[config.mk]
export PLATFORM = sky130hd
export DESIGN_NAME = branch_resolver
export DESIGN_NICKNAME = d
export VERILOG_FILES = /design/src/rtl/branch_resolver.sv
export SDC_FILE = /design/constraint.sdc
export NUM_CORES = 1
export LEC_CHECK = 0
export CAP_MARGIN = 5
export CORE_MARGIN = 5
export CORE_UTILIZATION = 34
export DETAILED_ROUTE_END_ITERATION = 12
export GPL_TIMING_DRIVEN = 0
export PLACE_DENSITY_LB_ADDON = 0.12
export SYNTH_ARGS = -nofsm -noshare
export SYNTH_HDL_FRONTEND = slang
export SYNTH_SLANG_ARGS = --single-unit
[constraint.sdc]
create_clock -name clk -period 3.6 [get_ports clk]
set_input_delay 0.72 -clock clk [delete_from_list [all_inputs] [get_ports clk]]
set_output_delay 0.72 -clock clk [all_outputs]
set_load 0.005 [all_outputs]
[src/rtl/branch_resolver.sv]
// branch_resolver
//   Registered branch/jump resolution stage. Decodes the ALU SUB flag and the
//   operand sign bits into a taken/not-taken decision, computes the redirect
//   target and the link value, and holds the result in a one-entry
//   valid/ready pipeline register. Keeps wrap-around statistics counters.
//
// Ports
//   clk, rst            rising-edge clock, synchronous active-high reset
//   in_valid/in_ready   request handshake (in_ready is 0 while flush=1)
//   funct3              branch condition; is_jal / is_jalr override it
//   pc, imm, rs1        PC, sign-extended offset, JALR base
//   alu_c               ALU rs1-rs2 result (debug only, not used for decode)
//   alu_f               ALU flag: 00 zero, 01 negative, 10 positive, 11 invalid
//   a_msb, b_msb        bit 31 of rs1 / rs2
//   flush               drop the held entry and any same-cycle request
//   out_valid/out_ready result handshake
//   taken, target, link, misalign, illegal   resolved result
//   br_cnt, taken_cnt   legal conditional branches / taken redirects accepted
module branch_resolver #(
  parameter int XLEN  = 32,
  parameter int CNT_W = 16
) (
  input  logic             clk,
  input  logic             rst,
  input  logic             in_valid,
  output logic             in_ready,
  input  logic [2:0]       funct3,
  input  logic             is_jal,
  input  logic             is_jalr,
  input  logic [XLEN-1:0]  pc,
  input  logic [XLEN-1:0]  imm,
  input  logic [XLEN-1:0]  rs1,
  input  logic [XLEN-1:0]  alu_c,
  input  logic [1:0]       alu_f,
  input  logic             a_msb,
  input  logic             b_msb,
  input  logic             flush,
  output logic             out_valid,
  input  logic             out_ready,
  output logic             taken,
  output logic [XLEN-1:0]  target,
  output logic [XLEN-1:0]  link,
  output logic             misalign,
  output logic             illegal,
  output logic [CNT_W-1:0] br_cnt,
  output logic [CNT_W-1:0] taken_cnt
);

  typedef enum logic {EMPTY = 1'b0, FULL = 1'b1} state_e;

  state_e            state_q, state_d;
  logic              taken_q, misalign_q, illegal_q;
  logic [XLEN-1:0]   target_q, link_q;
  logic [CNT_W-1:0]  br_cnt_q, taken_cnt_q;

  logic              accept;
  logic              is_cond;
  logic              eq, neg, lt, ltu;
  logic              cond_hit, f3_bad;
  logic              taken_d, illegal_d, misalign_d;
  logic [XLEN-1:0]   sum_pc, sum_rs, target_d, link_d;

  // alu_c is carried for debug visibility only
  logic              unused_alu_c;
  assign unused_alu_c = ^alu_c;

  // ---- input stage: handshake and condition decode ----
  assign in_ready = (!out_valid || out_ready) && !flush;
  assign accept   = in_valid && in_ready;

  assign is_cond = !is_jal && !is_jalr;
  assign eq      = (alu_f == 2'b00);
  assign neg     = (alu_f == 2'b01);
  // When the signs differ the SUB result can overflow, so the sign bits decide.
  assign lt      = (a_msb != b_msb) ? a_msb : neg;
  assign ltu     = (a_msb != b_msb) ? b_msb : neg;

  always_comb begin
    cond_hit = 1'b0;
    f3_bad   = 1'b0;
    case (funct3)
      3'b000:  cond_hit = eq;
      3'b001:  cond_hit = !eq;
      3'b100:  cond_hit = lt;
      3'b101:  cond_hit = !lt;
      3'b110:  cond_hit = ltu;
      3'b111:  cond_hit = !ltu;
      default: f3_bad   = 1'b1;
    endcase
  end

  assign illegal_d  = is_cond && (f3_bad || (alu_f == 2'b11));
  assign taken_d    = is_jal || is_jalr || (is_cond && !illegal_d && cond_hit);
  assign sum_pc     = pc + imm;
  assign sum_rs     = rs1 + imm;
  assign target_d   = is_jalr ? {sum_rs[XLEN-1:1], 1'b0} : sum_pc;
  assign link_d     = pc + XLEN'(4);
  assign misalign_d = taken_d && target_d[1];

  // ---- output stage: FSM state register ----
  always_ff @(posedge clk) begin
    if (rst) state_q <= EMPTY;
    else     state_q <= state_d;
  end

  always_comb begin
    state_d = state_q;
    if (flush)
      state_d = EMPTY;
    else if (accept)
      state_d = FULL;
    else if ((state_q == FULL) && out_ready)
      state_d = EMPTY;
  end

  always_comb begin
    out_valid = (state_q == FULL);
    taken     = taken_q && out_valid;
    misalign  = misalign_q && out_valid;
    illegal   = illegal_q && out_valid;
    target    = target_q;
    link      = link_q;
    br_cnt    = br_cnt_q;
    taken_cnt = taken_cnt_q;
  end

  // ---- output stage: result register and statistics ----
  always_ff @(posedge clk) begin
    if (rst) begin
      taken_q     <= 1'b0;
      misalign_q  <= 1'b0;
      illegal_q   <= 1'b0;
      target_q    <= '0;
      link_q      <= '0;
      br_cnt_q    <= '0;
      taken_cnt_q <= '0;
    end else if (accept) begin
      taken_q    <= taken_d;
      misalign_q <= misalign_d;
      illegal_q  <= illegal_d;
      target_q   <= target_d;
      link_q     <= link_d;
      if (is_cond && !illegal_d) br_cnt_q    <= br_cnt_q + CNT_W'(1);
      if (taken_d)               taken_cnt_q <= taken_cnt_q + CNT_W'(1);
    end
  end

endmodule
# Word level (Yosys, flattened, before mapping)
# Index checks and enable logic that the tools add are counted.
op_classes:
  n_mux: 7
  n_eq_ne: 8
  n_reduce_logical: 30
  add_sub_neg: 5
op_table:
  columns: ["cell", "n"]
  rows:
  - ["32-bit adder", 2]
  - ["16-bit by 1-bit adder with 16-bit output (second input constant)", 2]
  - ["32-bit by 3-bit adder with 32-bit output (second input constant)", 1]
  - ["32-bit 2-to-1 mux", 1]
  - ["3-bit == test (second input constant)", 4]
  - ["1-bit logical AND", 11]
  - ["1-bit logical NOT", 8]
  - ["1-bit case mux with 6 select lines", 1]
  - ["6-bit OR reduction", 1]
  - ["1-bit 2-to-1 mux", 5]
  - ["1-bit logical OR", 4]
  - ["2-bit AND reduction", 2]
  - ["3-bit by 1-bit == test with 1-bit output (second input constant)", 1]
  - ["3-bit logical NOT", 1]
  - ["2-bit by 1-bit == test with 1-bit output (second input constant)", 1]
  - ["2-bit == test (second input constant)", 1]
  - ["2-bit logical NOT", 1]
  - ["2-bit nonzero test", 1]
  - ["2-bit OR reduction", 1]
  - ["1-bit inequality test", 1]
totals:
  out_inout_bits: 101
  wordCells: 58
  register_bits: 100

# Longest topological paths before layout
# Gate-level depths: netlist of the first run.
logic_depth:
  word_depth: 10
  ltp_mapped: 11
  mapped_depth_nobuf: 11

# Worst setup path after synthesis of the first run
# Ideal clock, no wire load.
synth_timing:
  kind: "input to register"
  from: "input imm[0]"
  to: "register target_q[20], in the netlist target[20]"
  path_slack_ns: 0.391
  arrival_ns: 3.094
  path_stages: 11
  setup_time_ns: 0.114
  t_required_ns: 3.486
  cell_sequence: "and2_1 > fa_1 > a21o_1 > a311o_1 > a21oi_2 > o21ai_2 > a221o_1 > a21oi_2 > xnor2_1 > nor2_1 > a2111oi_0"
synth_between:
  elab_chain_len: 2
synth_rtl:
  columns: ["item", "line", "source"]
  rows:
  - ["start: declaration", "31", "input logic [XLEN-1:0] imm,"]
  - ["32-bit adder, on equally long branches", "94, 95", null]
  - ["32-bit 2-to-1 mux *", "96", "assign target_d = is_jalr ? {sum_rs[XLEN-1:1], 1'b0} : sum_pc;"]
  - ["end signal: assignment", "141", "target_q <= target_d;"]
  - ["end: declaration", "53", "logic [XLEN-1:0] target_q, link_q;"]
# Every way passes the cells marked *; elsewhere a longest branch is shown, timed or not.
# A chain may end at the register's enable or synchronous reset.

# Final worst setup path of the first run
layout_timing:
  from: "input rs1[0]"
  to: "register target_q[28], in the netlist target[28]"
layout_between:
  elab_chain_len: 2
layout_rtl:
  columns: ["item", "line", "source"]
  rows:
  - ["start: declaration", "32", "input logic [XLEN-1:0] rs1,"]
  - ["32-bit adder", "95", "assign sum_rs = rs1 + imm;"]
  - ["32-bit 2-to-1 mux", "96", null]
# Every way passes these cells.

==> results.cfg, run 1 <==
[floorplan]
coreArea_um2 = 22600
fp-row-count = 55
dieArea_um2 = 26000
initial_utilization_pct = 34.4
die_y_um = 161
die_w_um = 161
io_pins = 243

[worst_setup_path]
endpoint_kind = flop
start_kind = primary input
crit_chain = clkdlybuf4s50_1 -> and2_1 -> fa_1 -> a21o_1 -> a311o_1 -> a21oi_2 -> o21ai_2 -> a221o_1 -> a21oi_4 -> buf_4 -> o2111ai_1 -> o211ai_1 -> nor2_1
cp.required_ps = 3840
arrival_ps = 3750
critPathSlowestCell = clkdlybuf4s50_1
max_stage_delay_ps = 420
cp_max_fo = 3
cp.buffers_inverters = 2
crit_family = compound AO/OA/AOI/OAI gates
crit_type = in -> reg

[global_route]
grt_max_degree = 17
grt_pass1_wl_um = 42300
first_global_vias = 7690
grt_overflow = 0
antenna_found_initial = 0
grt_usage_pct = 20.4

[sta]
maxSlewViolCount = 0
rsz0062_at_grt = false
worst_pin_slew_ps = 787
max_freq_mhz = 285
setup_tns_ps = 0
relSlewSlack_pct = 47.5
finalHoldViolations = 0
finClkSkew_ps = 6.31
setup_viol = 0
finalCritPeriodShare_pct = 97.4
min_period_ps = 3510
worst_hold_slack_ps = 455

[yosys]
synth_edf_count = 0
synth.avg_cell_area_um2 = 7.67
syn-instance-count = 1013
synthFlopType = dfxtp_1
synth_seq_cells = 100
synth_warnings = 0
netlist_area_um2 = 7770
syn_nets = 1221
ys_seq_area_share_pct = 25.8
synth_cell_types = 70
async_flop_share_pct = 0
synth_top_cell_by_area = dfxtp_1
netlist_top_cells_area = dfxtp_1 (26%), ha_1 (10%), a21oi_1 (6.6%)
synth_top_area_share_pct = 25.8

[placement]
portBuffers = 209
place_area_um2 = 10200
dpl.hpwl_um = 23000
place_congestion = 0.910

[detailed_routing]
drtIter0Drc = 509
drc = 0
routedWlPerCell_um = 18.2
viasPerCell = 5.32
drtPass1Iterations = 7
wirelength_um = 27700
ant_nets = 0
vias = 8110

[cells_and_area]
diodes = 0
fin_area_um2 = 10600
fin_nets = 1442
area_growth_pct = 36.1
drive_gt1_share_pct = 4.12
post-route-util_pct = 46.9

[min_path]
hp-class = reg -> reg

[clock_tree]
cts_root_buf = clkbuf_16
h-tree-depth = 3
cts_tree = built
clk_latency_ps = 340
cts_buffers = 9
clock_path_buffers = 2
cts.sinks = 100
clk_pin_slew_ps = 70

[outcome]
status = completed

[power_and_ir_drop]
peakVddDrop_mv = 0.249
p_total_w = 0.00335
leakage_nw = 4.03
p_per_area_nw_per_um2 = 317

[job]
drv_cap = 0
## cells by family after synthesis
group,synth area share [%]
AOI/OAI and AO/OA,24.9
xor gates and xnor gates,11.4
adders and majority gates,10.8
buffers and inverters,3.35
DFF,25.8
muxes,0.789
and+or+nand+nor,23.0
## state kept, by name, summed over array words and instances (netlist names)
signal / flops
target: 32
link: 32
taken_cnt: 16
taken_q: 1
misalign_q: 1
illegal_q: 1
br_cnt: 16
out_valid: 1
## metal layers
metal | share of wire [%] | GRT usage, % | vias to the layer above
met5 | 0 | 0 | -
met3 | 5.3 | 2.63 | 33
met4 | 2.6 | 6.79 | 0
met1 | 47 | 28.0 | 3734
li1 | - | - | 4109
met2 | 45 | 33.3 | 234
## power by group
group	internal, W	leakage (nW)	switching, W
logic	0.000528	3.07	0.000636
clock network	0.000557	0.144	0.000438
registers	0.00116	0.818	0.0000338
total	0.00225	4.03	0.00111
## per-stage QoR
step	instances	worst slack (ps)
4_1_cts	1523	-30.5
3_5_place_dp	1507	-520
6_report	1524	93.7
3_3_place_gp	1507	-488
5_1_grt	1524	1.30
2_1_floorplan	1013	391
## worst min-delay path: stages, from the launching register on
cell	delay [ps]
dfxtp_1	310
nand2_1	50
a21oi_1	50
## cell usage after synthesis, drive strengths merged, types with 6 or more instances
| library cell | number |
|---|---|
| nor2 | 137 |
| a21oi | 104 |
| dfxtp | 100 |
| nand2 | 79 |
| ha | 64 |
| o21ai | 64 |
| xor2 | 55 |
| xnor2 | 46 |
| nand3 | 35 |
| a211oi | 34 |
| clkbuf | 29 |
| nor3 | 26 |
| and3 | 22 |
| a21o | 21 |
| inv | 21 |
| nand4 | 21 |
| buf | 15 |
| or3 | 13 |
| a311oi | 10 |
| nand2b | 10 |
| o211ai | 9 |
| o21bai | 9 |
| a2111oi | 7 |
| and2 | 7 |
| o21a | 7 |
| and4 | 6 |
## final timing paths
check            start          to  slack (ps)  cells past startpoint
min          target[0]   target[0]         460                      2
max             rs1[0]  target[28]          90                     13
min reg2reg  target[0]   target[0]         460                      2
max reg2reg  out_valid   target[5]        1040                      9
## cell type report
class	count	area [µm²]
Sequential cell	100	2000
Multi-Input combinational cell	848	5550
Buffer	44	181
Timing Repair Buffer	210	2100
Fill cell	2244	12000
Clock inverter	6	63.8
Clock buffer	10	239
Tap cell	285	357
Inverter	21	78.8
## cell usage in the layout, fill, tap and decap left out, types with 8 or more instances in the layout
cell type,instances
a21o_1,21
nand4_1,20
xor2_1,55
and3_1,21
nand2b_1,10
ha_1,64
clkbuf_16,9
nor2_1,135
a211oi_1,34
o211ai_1,8
inv_1,21
a21oi_1,99
o21ai_0,56
nor3_1,25
xnor2_1,46
or3_1,13
dfxtp_1,100
buf_1,8
a311oi_1,10
clkdlybuf4s50_1,207
o21bai_1,8
nand3_1,35
nand2_1,78
clkbuf_1,28
## what timing repair did
item / in CTS / in global routing
pin swaps: 1 / 5
endpoints found under the setup margin: 3 / 10
cloned: 0 / 0
setup buffers: 0 / 1
hold buffers: 0 / 0
resized for setup: 2 / 11
Power figures use the tool's default switching activity.
==> run 2, diff against run 1 <==
- ABC_AREA: default -> 1
- GPL_TIMING_DRIVEN: 0 -> default
==> run 2 against run 1 <==
  * Fmax grew 22%
  * Clock power is essentially flat
  * Worst setup slack gained 620 ps
  * Die area grew 27%
  * Final cell count grew 55%
  * Count of clock-buffer cells in the layout shrank 1
  * Final area grew 22%
  * Global-route usage grew 0.95 points
  * Register-to-register slack gained 690 ps
  * Sequential power is essentially flat
  * Non-clock buffer count shrank 31
==> results.cfg, run 2 <==
[global_route]
antenna_found_initial = 1
grt_pass1_wl_um = 56800
grt_max_degree = 56
grt_usage_pct = 21.4
grt_overflow = 0
first_global_vias = 10589

[floorplan]
dieArea_um2 = 32900
io_pins = 243
coreArea_um2 = 28900
fp-row-count = 62
die_w_um = 181
die_y_um = 181
initial_utilization_pct = 34.6

[sta]
relSlewSlack_pct = 65.9
setup_viol = 0
worst_pin_slew_ps = 509
worst_hold_slack_ps = 469
maxSlewViolCount = 0
finalHoldViolations = 0
finalCritPeriodShare_pct = 80.2
setup_tns_ps = 0
finClkSkew_ps = 9.22
max_freq_mhz = 347
min_period_ps = 2890
rsz0062_at_grt = false

[yosys]
netlist_top_cells_area = nand2_1 (23%), dfxtp_1 (20%), inv_1 (12%)
synth_top_cell_by_area = nand2_1
synth_seq_cells = 100
synthFlopType = dfxtp_1
synth_most_common_cell = nand2_1
synth_warnings = 0
synth_common_cells = nand2_1 (614), inv_1 (328), nand3_1 (143)
async_flop_share_pct = 0
synth_edf_count = 0
syn-instance-count = 1773
netlist_area_um2 = 10000
synth.avg_cell_area_um2 = 5.64
synth_top_area_share_pct = 23.1
synth_cell_types = 44
ys_seq_area_share_pct = 20.0
syn_nets = 1981

[min_path]
min-delay-start = link[0]
min_to = link[0]
hp-class = reg -> reg
holdPathStages = 2

[clock_tree]
cts_resized = 0
postCtsSetupBuffers = 0
cts_buffers = 9
cts.sinks = 100
clock_path_buffers = 2
clk_latency_ps = 350
h-tree-depth = 3
clk_pin_slew_ps = 80
cts_root_buf = clkbuf_16
cts_hold_buf = 0
cts_tree = built

[worst_setup_path]
crit_type = in -> reg
r2r_cells = 11
crit_chain = clkdlybuf4s50_1 -> ha_1 -> fa_1 -> nand3_1 -> nand3_1 -> nand2_1 -> nand2_1 -> nand2_1 -> nand2_1 -> o21ai_0 -> nand3_1 -> nand2_1 -> inv_1
crit_family = simple AND/OR/NAND/NOR gates
r2r-start = out_valid
cpMostUsedCell = nand2_1
max_stage_delay_ps = 450
cp_max_fo = 5
reg2reg_setup_slack_ps = 1730
cp.buffers_inverters = 2
start_kind = primary input
cp.required_ps = 3860
endpoint_kind = flop
critPathSlowestCell = clkdlybuf4s50_1
crit_cells = 13
arrival_ps = 3150
rr_endpoint = taken_cnt[10]

[placement]
portBuffers = 210
dpl.hpwl_um = 30500
place_congestion = 0.911

[detailed_routing]
drtPass1Iterations = 5
drtIter0Drc = 667
viasPerCell = 4.78
vias = 11296
ant_nets = 0
drc = 0
routedWlPerCell_um = 15.4
wirelength_um = 36300

[power_and_ir_drop]
p_per_area_nw_per_um2 = 271
p_int_w = 0.00217
p_switching_w = 0.00131
power_frac_comb_pct = 37.0
seq_power_share_pct = 34.2
clkPwrFrac_pct = 28.8
leakage_nw = 6.69
netSwitchingFraction_pct = 37.7
peakVddDrop_mv = 0.272

[outcome]
status = completed

[cells_and_area]
post-route-util_pct = 44.6
drive_gt1_share_pct = 3.23
fillers = 3145
final_cell_mix = nand2_1 (614), inv_1 (328), clkdlybuf4s50_1 (210)
diodes = 0
fin_nets = 2182
area_growth_pct = 28.6
final_common_cell = nand2_1

[job]
drv_cap = 0
[run 2: layer usage]
metal  vias up  track usage, %  share of wire (%)
met4         0            5.88                2.7
met1      4974            27.9                 46
li1       5967               -                  -
met3        51            3.36                5.4
met5         -               0                  0
met2       304            36.7                 46
[run 2: power groups by stage]
stage / Sequential [W] / Clock [W] / Combinational [W]
after floorplan: 0.00122 / 0 / 0.000758
after global placement: 0.00122 / 0 / 0.00129
after detailed placement: 0.00122 / 0 / 0.00130
after CTS: 0.00119 / 0.00104 / 0.00130
after global routing: 0.00120 / 0.00108 / 0.00145
final: 0.00119 / 0.00101 / 0.00129
[run 2: through the flow]
stage	worst slack (ps)	total power, W	area (µm²)	std cells
after floorplan	1330	0.00197	10000	1773
after global placement	355	0.00250	12600	2347
after detailed placement	331	0.00251	12600	2347
after CTS	709	0.00353	12900	2363
after global routing	546	0.00373	12900	2363
final	715	0.00349	12900	2363
[run 2: layout make-up]
cell class	instances	area, µm²	area share (%)
clock buffer	9	225	1.75
sequential	100	2000	15.6
clock inverter	7	63.8	0.496
tap	384	480	3.74
timing repair buffer	223	2220	17.3
inverter	339	1280	9.94
multi-input combinational	1301	6580	51.2
[run 2: worst max-delay path by stage]
stage,slack [ps],endpoint,start
floorplan,1330,target[30],pc[0]
global placement,350,target[14],imm[0]
detailed placement,330,target[16],imm[0]
CTS,710,target[16],imm[0]
global route,550,target[14],imm[0]
finish,710,target[14],imm[0]
[run 2: worst min-delay path: cells and delay by family, from the launching register on]
| family | cells | cell delay, ps |
|---|---|---|
| DFF | 1 | 320 |
| and+or+nand+nor | 1 | 60 |
| AOI/OAI and AO/OA | 1 | 50 |
[run 2: cells by family after synthesis]
family	count (synthesis)	share of synthesized area [%]
buf+inv	372	14.1
xor+xnor	34	2.98
simple gates	987	42.2
fa+ha+maj	66	8.41
compound gates	214	12.3
flops	100	20.0
==> run 3, diff against run 2 <==
- clock period: 3.6 -> 2.4 ns (I/O delays scaled with it)
==> run 3 against run 2 <==
  * Clock skew increased by 3.4 ps
  * Hold slack improved by 2.2 ps
  * Die area unchanged
  * Worst setup slack got worse by 610 ps
  * First-iteration DRC count increased by 23%
  * Wire length increased by 6.0%
  * Sequential share of layout area decreased by 2.1 points
  * Global-route usage increased by 0.95 points
  * Utilization increased by 7.0 points
  * Final cell count increased by 8.1%
  * Final area increased by 16%
==> results.cfg, run 3 (same netlist as run 2, synthesis figures left out) <==
[outcome]
status = completed

[sta]
setup_tns_ps = 0
maxSlewViolCount = 0
min_period_ps = 2290
relSlewSlack_pct = 71.7
finalCritPeriodShare_pct = 95.5
worst_pin_slew_ps = 424
setup_viol = 0
setup_ws_ps = 107
finClkSkew_ps = 12.7
max_freq_mhz = 436
finalHoldViolations = 0

[clock_tree]
cts_root_buf = clkbuf_16
cts_tree = built
cts.sinks = 100
h-tree-depth = 3
clk_pin_slew_ps = 80
clk_latency_ps = 360
clock_path_buffers = 2
cts_buffers = 9

[global_route]
first_global_vias = 11220
antenna_found_initial = 0
grt_overflow = 0
grtUsageMet2_pct = 38.9
grt_most_used_layer = met2
grt_usage_pct = 22.3
met1_usage_pct = 29.7
grt_use_met3_pct = 2.10
grt_pass1_wl_um = 59500
grt_max_degree = 60

[min_path]
hp-class = reg -> reg
min-delay-start = target[1]

[floorplan]
die_y_um = 181
coreArea_um2 = 28900
dieArea_um2 = 32900
initial_utilization_pct = 34.6
io_pins = 243
die_w_um = 181
fp-row-count = 62

[placement]
place_congestion = 0.958
dpl.hpwl_um = 32100
portBuffers = 210
dp_cells = 2536
dp_slack_ps = -476

[cells_and_area]
area_growth_pct = 48.7
fin_nets = 2373
final_common_cell = nand2_1
final_cell_count_no_fill = 2555
post-route-util_pct = 51.5
fillers = 3004
final_cell_mix = nand2_1 (595), inv_1 (328), buf_4 (199)
drive_gt1_share_pct = 15.1

[detailed_routing]
vias = 12080
drtPass1Iterations = 7
drc = 0
wirelength_um = 38400
drtIter0Drc = 823
routedWlPerCell_um = 15.0
viasPerCell = 4.73
ant_nets = 0

[job]
drv_cap = 0

[power_and_ir_drop]
leakage_nw = 7.94
p_per_area_nw_per_um2 = 385
peakVddDrop_mv = 0.369

[worst_setup_path]
arrival_ps = 2560
endpoint_kind = flop
crit_type = in -> reg
start_kind = primary input
cp.required_ps = 2660
startpoint = imm[17]
r2r-start = taken_cnt[0]
cp_max_fo = 4
[run 3: area by class of cell]
cell class | count | area (µm²) | share of cell area [%]
Antenna cell | 1 | 2.50 | 0.0168
Clock buffer | 10 | 229 | 1.54
Clock inverter | 6 | 57.6 | 0.387
Inverter | 339 | 1280 | 8.59
Multi-Input combinational cell | 1301 | 7040 | 47.4
Sequential cell | 100 | 2000 | 13.5
Tap cell | 384 | 480 | 3.23
Timing Repair Buffer | 414 | 3780 | 25.4
[run 3: path summary, 6_finish.rpt]
path	endpoint	depth (start not counted)	slack (ps)
setup / recovery	target[28]	15	110
hold / removal	target[1]	2	470
hold reg to reg	target[1]	2	470
setup reg to reg	taken_cnt[10]	10	710
[run 3: repair_timing]
item / in CTS / in global routing
hold buffers: 0 / 0
pin swaps: 0 / 12
resized for setup: 6 / 107
buffers inserted: 0 / 2
gates cloned: 0 / 0
setup endpoints to repair: 7 / 23
[run 3: power breakdown]
part | leakage [nW] | switching, W | internal (W) | total (W)
sequential | 0.818 | 0.0000536 | 0.00174 | 0.00179
clock | 0.141 | 0.000764 | 0.000730 | 0.00149
combinational | 6.98 | 0.00129 | 0.00114 | 0.00243
total | 7.94 | 0.00210 | 0.00361 | 0.00572
[run 3: routing by layer]
metal,wire length [µm],up-vias
met5,0,-
met4,775,0
met3,1570,36
met2,18400,275
met1,17700,5414
li1,-,6355
[run 3: critical path, stage by stage]
cell	delay, ps
clkdlybuf4s50_1	520
buf_4	210
ha_4	290
nand2_1	90
buf_4	150
nor2_1	130
nand2_1	100
nor2_1	90
nand2_1	70
nand2_1	70
nand2_1	40
nand3_1	90
nand3_2	100
nand2_1	80
inv_1	40
[run 3: metrics by stage]
stage	total power, W	hold slack (ps)	instance area (µm²)
CTS	0.00564	473	14300
global route	0.00608	487	14900
detailed placement	0.00414	462	14000
global placement	0.00412	453	14000
finish	0.00572	471	14900
floorplan	0.00296	446	10000
